### src/rtl/cs_host_sequencer.sv
// Host-side sequencer for the CS port: queues commands and runs them one at a time.
// Optional WAIT-state watchdog is enabled by defining CS_TIMEOUT_EN.
module cs_host_sequencer #(
  parameter int MEM_WIDTH      = 8,
  parameter int MEM_DEPTH      = 16,
  parameter int NO_OPERATIONS  = 4,
  parameter int CMD_DEPTH      = 4,
  parameter int TIMEOUT_CYCLES = 64,
  localparam int AW = $clog2(MEM_DEPTH),
  localparam int OW = $clog2(NO_OPERATIONS)
) (
  input  logic                 clk,
  input  logic                 rst,
  input  logic                 cmd_valid,
  output logic                 cmd_ready,
  input  logic [OW-1:0]        cmd_op,
  input  logic [AW-1:0]        cmd_addA,
  input  logic [AW-1:0]        cmd_addB,
  input  logic [AW-1:0]        cmd_addC,
  input  logic [MEM_WIDTH-1:0] cmd_data,
  output logic                 rsp_valid,
  input  logic                 rsp_ready,
  output logic [MEM_WIDTH-1:0] rsp_data,
  output logic                 rsp_err,
  output logic                 busy,
  output logic                 cs_start,
  output logic [AW-1:0]        addA,
  output logic [AW-1:0]        addB,
  output logic [AW-1:0]        addC,
  output logic [OW-1:0]        operation_select,
  output logic [MEM_WIDTH-1:0] DQ_in,
  input  logic [MEM_WIDTH-1:0] DQ_out,
  input  logic                 seq_finished
);

  localparam int PW = $clog2(CMD_DEPTH);
  localparam int CW = OW + 3 * AW + MEM_WIDTH;

  typedef enum logic [1:0] {
    S_IDLE,
    S_ISSUE,
    S_WAIT,
    S_RESP
  } state_t;

  state_t         state;
  logic [CW-1:0]  fifo_mem [CMD_DEPTH];
  logic [PW-1:0]  wr_ptr;
  logic [PW-1:0]  rd_ptr;
  logic [PW:0]    count;
  logic           full;
  logic           empty;
  logic           push;
  logic           pop;

  logic [OW-1:0]        head_op;
  logic [AW-1:0]        head_a;
  logic [AW-1:0]        head_b;
  logic [AW-1:0]        head_c;
  logic [MEM_WIDTH-1:0] head_data;

  assign full      = (count == (PW + 1)'(CMD_DEPTH));
  assign empty     = (count == '0);
  assign cmd_ready = !full && !rst;
  assign push      = cmd_valid && cmd_ready;
  assign pop       = (state == S_IDLE) && !empty;
  assign busy      = (state != S_IDLE) || !empty;

  assign {head_op, head_a, head_b, head_c, head_data} = fifo_mem[rd_ptr];

  // Storage has no reset; only entries between rd_ptr and wr_ptr are ever read.
  always_ff @(posedge clk) begin
    if (push) begin
      fifo_mem[wr_ptr] <= {cmd_op, cmd_addA, cmd_addB, cmd_addC, cmd_data};
    end
  end

  always_ff @(posedge clk or posedge rst) begin
    if (rst) begin
      wr_ptr <= '0;
      rd_ptr <= '0;
      count  <= '0;
    end else begin
      if (push) wr_ptr <= wr_ptr + 1'b1;
      if (pop)  rd_ptr <= rd_ptr + 1'b1;
      case ({push, pop})
        2'b10:   count <= count + 1'b1;
        2'b01:   count <= count - 1'b1;
        default: count <= count;
      endcase
    end
  end

`ifdef CS_TIMEOUT_EN
  localparam int TW = $clog2(TIMEOUT_CYCLES + 1);
  logic [TW-1:0] wait_cnt;
  logic          rsp_err_q;

  assign rsp_err = rsp_err_q;
`else
  localparam int unused_timeout = TIMEOUT_CYCLES;

  assign rsp_err = 1'b0;
`endif

  // cs_start is raised on leaving ISSUE so it lands two edges after the push.
  always_ff @(posedge clk or posedge rst) begin
    if (rst) begin
      state            <= S_IDLE;
      cs_start         <= 1'b0;
      addA             <= '0;
      addB             <= '0;
      addC             <= '0;
      operation_select <= '0;
      DQ_in            <= '0;
      rsp_valid        <= 1'b0;
      rsp_data         <= '0;
`ifdef CS_TIMEOUT_EN
      wait_cnt         <= '0;
      rsp_err_q        <= 1'b0;
`endif
    end else begin
      cs_start <= 1'b0;
      case (state)
        S_IDLE: begin
          if (!empty) begin
            addA             <= head_a;
            addB             <= head_b;
            addC             <= head_c;
            operation_select <= head_op;
            DQ_in            <= head_data;
            state            <= S_ISSUE;
          end
        end
        S_ISSUE: begin
          cs_start <= 1'b1;
`ifdef CS_TIMEOUT_EN
          wait_cnt <= '0;
`endif
          state    <= S_WAIT;
        end
        S_WAIT: begin
          if (seq_finished) begin
            rsp_data  <= DQ_out;
            rsp_valid <= 1'b1;
`ifdef CS_TIMEOUT_EN
            rsp_err_q <= 1'b0;
`endif
            state     <= S_RESP;
          end
`ifdef CS_TIMEOUT_EN
          // A completion on the final allowed cycle still counts as a normal finish.
          else if (wait_cnt == TW'(TIMEOUT_CYCLES - 1)) begin
            rsp_data  <= '0;
            rsp_valid <= 1'b1;
            rsp_err_q <= 1'b1;
            state     <= S_RESP;
          end else begin
            wait_cnt <= wait_cnt + 1'b1;
          end
`endif
        end
        S_RESP: begin
          if (rsp_ready) begin
            rsp_valid <= 1'b0;
            state     <= S_IDLE;
          end
        end
        default: state <= S_IDLE;
      endcase
    end
  end

endmodule

### config.mk
export PLATFORM = sky130hd
export DESIGN_NAME = cs_host_sequencer
export DESIGN_NICKNAME = d
export VERILOG_FILES = /design/src/rtl/cs_host_sequencer.sv
export SDC_FILE = /design/constraint.sdc
export NUM_CORES = 1
export LEC_CHECK = 0
export ABC_AREA = 1
export CAP_MARGIN = 20
export CORE_MARGIN = 2
export CORE_UTILIZATION = 60
export CTS_BUF_LIST = sky130_fd_sc_hd__clkbuf_8 sky130_fd_sc_hd__clkbuf_16
export DETAILED_ROUTE_END_ITERATION = 10
export PLACE_DENSITY = 0.84
export SETUP_SLACK_MARGIN = 0.05
export SYNTH_ARGS = -nofsm -noshare
export SYNTH_HDL_FRONTEND = slang
export SYNTH_SLANG_ARGS = --single-unit
### constraint.sdc
create_clock -name clk -period 5.5 [get_ports clk]
set_clock_uncertainty 0.2 [all_clocks]
set_input_delay 1.1 -clock clk [delete_from_list [all_inputs] [get_ports clk]]
set_output_delay 1.1 -clock clk [all_outputs]
set_load 0.05 [all_outputs]
# After elaboration in Yosys (flattened, before gate mapping)
# Memory sizes are Yosys's and may differ from the RTL's. A register that Yosys moved wholly into a read port is not among the register bits.
# Cells that the tools add are included.
classes:
  n_eq_ne: 9
  n_mux: 11
  n_addsub: 4
  bitwise: 1
  reduce_logical: 16
op_table:
  columns: ["op", "count"]
  rows:
  - ["$pmux 2 s4", 1]
  - ["$eq 2x2->1 const B", 3]
  - ["$mux 2", 3]
  - ["$ne 2x2->1 const B", 3]
  - ["$pmux 3 s2", 1]
  - ["$reduce_and 3->1", 2]
  - ["$reduce_bool 2->1", 3]
  - ["$mux 1", 5]
  - ["$add 2x1->2 const B", 2]
  - ["$eq 2x1->1 const B", 2]
  - ["$reduce_and 2->1", 2]
  - ["$add 3x1->3 const B", 1]
  - ["$eq 3x3->1 const B", 1]
  - ["$logic_and 1x1->1", 3]
  - ["$logic_not 1->1", 3]
  - ["$logic_not 3->1", 1]
  - ["$sub 3x1->3 const B", 1]
  - ["$logic_not 2->1", 1]
  - ["$pmux 1 s2", 1]
  - ["$logic_or 1x1->1", 1]
  - ["$not 1->1", 1]
word_totals:
  n_memories: 1
  inputBits: 35
  output_inout_bits: 35
  elab_cells: 49
  reg_bits: 19
  mem_bits_rw: 88
memory_table:
  columns: ["name", "words", "word_bits", "read_ports", "rd_ports_with_merged_regs", "write_ports", "line_no", "rtl"]
  rows:
  - ["fifo_mem", 4, 22, 1, 1, 1, "47", "logic [CW-1:0] fifo_mem [CMD_DEPTH];"]

# Depth between registers and ports, before layout
depth:
  word_depth: 6
  ltp_mapped: 11
  mapped_depth_nobuf: 10

# Worst setup path after synthesis
# No wires, ideal clock.
synth_timing:
  kind: "input port to flip-flop"
  start: "input rst"
  end: "memory fifo_mem[0][0] in the netlist's numbering, enable pin"
  t_required_ns: 4.899
  setup_slack_ns: 1.453
  t_arrival_ns: 3.446
  stages: 3
  path_cell_list: "inv_1 > nand3_1 > nor2_1"
synth_via:
  elab_chain_cells: 5
synth_rtl:
  columns: ["element", "line_no", "rtl"]
  rows:
  - ["from (decl)", "13", "input logic rst,"]
  - ["$logic_not 1->1 (no line)", null, null]
  - ["$logic_and 1x1->1", "64", "assign cmd_ready = !full && !rst;"]
  - ["$logic_and 1x1->1", "65", "assign push = cmd_valid && cmd_ready;"]
  - ["$mux 1", "73", "if (push) begin"]
  - ["$mux 1 (implied by the code)", "74", "fifo_mem[wr_ptr] <= {cmd_op, cmd_addA, cmd_addB, cmd_addC, cmd_data};"]
  - ["to (decl)", "47", null]
# No other way between the ends.

# Final worst setup path
layout_timing:
  start: "input rst"
  end: "output cmd_ready"
layout_via:
  elab_chain_cells: 2
layout_rtl:
  columns: ["element", "line_no", "rtl"]
  rows:
  - ["$logic_not 1->1 (no line)", null, null]
  - ["$logic_and 1x1->1", "64", null]
  - ["to (decl)", "15", "output logic cmd_ready,"]
# No other way between the ends.

==> flow_summary_export.csv <==
group,metric,value,unit
critical_path,cp_num_cells,3,
synth,syn_area,5610,µm²
finish,area_growth,24.1,%
routing,routed_via_density,5.22,
floorplan,die_h,101,µm
critical_path,crit_slowest_cell,"clkdlybuf4s50_1",
critical_path,cp_cell_sequence,"clkdlybuf4s50_1 -> a21oi_1 -> clkdlybuf4s50_1",
timing,relSlewSlack,29.6,%
routing,vias,3933,
clock_tree,cts_buffers,17,
pwr,p_sw_share,41.4,%
routing,antenna_left,0,
clock_tree,cts_buffer_depth,2,
timing,layout_worst_path_cycle_share,69.0,%
floorplan,start_util,61.3,%
routing,wl,11.8,mm
pwr,seqPwrFrac,33.9,%
timing,setup_viol,0,
placement,gp_congestion,0.734,
critical_path,cp.arrival,2.50,ns
synth,yosys_warnings,0,
synth,synth_edf_count,88,
routing,detail_route.drc_violations,0,
pwr,combPwrFrac,40.4,%
pwr,p_int,2.44,mW
floorplan,dieArea,10100,µm²
critical_path,worstRegToRegCells,9,
clock_tree,htree_levels,4,
floorplan,num_rows,35,
critical_path,cp_top_family,"buffers and inverters",
critical_path,path_common_cell,"clkdlybuf4s50_1",
outcome,status,"finished, final reports clean",
synth,synth_seq_cells,129,
critical_path,reg2reg_slack,3.02,ns
critical_path,path_buf_inv,2,
clock_tree,cts_num_sinks,129,
global_routing,first_global_vias,4021,
global_routing,grt-ovfl-total,0,
clock_tree,cts_hold_buf,0,
routing,met2_length,6.16,mm
critical_path,worst_ep_required_time,4.20,ns
global_routing,antenna_found_initial,0,
floorplan,io_pins,70,
routing,top_layer,"met4",
clock_tree,post_cts_buffers,0,
synth,postSynthCellCount,556,
global_routing,grt_max_degree,47,
finish,fin_nets,675,
critical_path,worstReg2RegStart,"state[0]",
clock_tree,cts_tree,"yes",
finish,drive_above_1_share,9.64,%
clock_tree,clock_latency,0.52,ns
pwr,p_leak,3.29,nW
global_routing,grt_use_total,25.8,%
min_path,holdPathEnd,"rsp_data[1]",
clock_tree,path_clk_slew,0.06,ns
timing,min_period,3.80,ns
critical_path,worstPathMaxFanout,2,
synth,ys_seq_area_share,65.4,%
clock_tree,postCtsResizedCells,0,
critical_path,r2r_end,"count[2]",
timing,slew_viol_final,0,
pwr,switching_power,1.72,mW
placement,dp.final_hpwl,7.06,mm
floorplan,core,9150,µm²
finish,diodes,0,
floorplan,dieWidth,101,µm
timing,tns,0,ns
routing,wire_per_inst,15.7,µm
routing,drt_iter0_drc,333,
finish,layout_common_cells,"nand2_1, inv_1, edfxtp_1",
finish,final_core_util,76.1,%
timing,rsz0062_at_grt,"no",
synth,postSynthAreaPerCell,10.1,µm²
min_path,hold_depth,2,
critical_path,start_kind,"input port",
pwr,peakVddDrop,0.301,mV
synth,synth_ff_type,"edfxtp_1",
global_routing,grt_pass1_wl,19.4,mm
finish,final_common_cell,"nand2_1",
routing,wl_met1,4.63,mm
pwr,cellPowerDensity,598,nW/µm²
synth,synth-async-reset-ratio,31.8,%
critical_path,worstSetupPathType,"input port to primary output",
min_path,min-delay-start,"rsp_data[1]",
critical_path,cpPeakStageDelay,0.81,ns
routing,drt_pre_antenna_iters,6,
synth,yosys.cell_types.count,27,
min_path,hold_path_class,"flop to flop",
timing,tightest_slew,1.06,ns
timing,hold_violations,0,
timing,fmax,263,MHz
critical_path,worstSetupEndpointType,"primary output",
pwr,pwr-share-clk,25.7,%
synth,syn-num-nets,601,
clock_tree,cts-root-buf,"clkbuf_8",
placement,port-buffer-count,68,
routing,routed-wl-met3,749,µm
run,cap_viol_max_count,0,
state kept, by name, indices dropped and copies added, names as in the netlist:
register,cells
operation_select,2
count,3
fifo_mem,88
state,2
rd_ptr,2
addA,4
wr_ptr,2
addB,4
rsp_data,8
cs_start,1
rsp_valid,1
addC,4
DQ_in,8
Yosys cell counts, drive strengths merged, types with 2 or more instances:
cell type	n	area share [%]
inv	108	7.4
ha	9	2.0
xor2	2	0.31
nand2	223	16
edfxtp	88	47
nor2	6	0.54
or2	2	0.22
buf	19	2.8
nand4	2	0.22
xnor2	2	0.31
nand3	49	4.4
o21ai	2	0.18
dfrtp	41	18
stage by stage:
stage | cells | power [mW] | hold slack [ns] | cell area [µm²] | worst slack [ns]
after floorplan | 556 | 2.65 | 0.290 | 5610 | 1.45
after global placement | 718 | 3.00 | 0.262 | 6300 | 1.74
after detailed placement | 722 | 3.08 | 0.264 | 6380 | 1.71
after CTS | 754 | 4.18 | 0.280 | 6960 | 1.71
after global routing | 754 | 4.40 | 0.306 | 6960 | 1.68
final | 754 | 4.16 | 0.276 | 6960 | 1.70
power groups by stage:
stage                     registers [mW]  logic, mW  clock network [mW]
after floorplan                     1.77      0.878                   0
after global placement              1.41       1.59                   0
after detailed placement            1.42       1.66                   0
after CTS                           1.41       1.69                1.08
after global routing                1.44       1.84                1.13
final                               1.41       1.68                1.07
cells by family after synthesis:
group                    synth area share, %
adder cells (fa/ha/maj)                 2.36
other                                 0.0668
buffers and inverters                   10.1
XOR/XNOR                               0.625
AND/OR/NAND/NOR                         21.1
AO/OA/AOI/OAI                          0.267
flip-flops                              65.4
final cells by class:
| class | count | area [µm²] |
|---|---|---|
| multi-input combinational | 300 | 1380 |
| sequential | 129 | 3670 |
| clock buffer | 19 | 453 |
| fill | 550 | 2190 |
| timing repair buffer | 74 | 781 |
| tap | 111 | 139 |
| clock inverter | 13 | 126 |
| inverter | 108 | 413 |
how the worst max path moves through the flow:
stage	start	end	slack (ns)
after floorplan	rst	fifo_mem[0][0]	1.45
after global placement	rst	cmd_ready	1.74
final	rst	cmd_ready	1.70
after global routing	rst	cmd_ready	1.68
after CTS	rst	cmd_ready	1.71
after detailed placement	rst	cmd_ready	1.71
tightest hold or removal path, stage by stage (launching register included):
cell and delay [ns]:
dfrtp_1 0.34, nand2_1 0.05, nand2_1 0.05
metal layers:
layer  vias up  GRT usage [%]
met5         -              0
met3        26           7.00
met2       158           44.3
met1      1892           30.1
li1       1857              -
met4         0           12.5
Power figures use the tool's default switching activity.
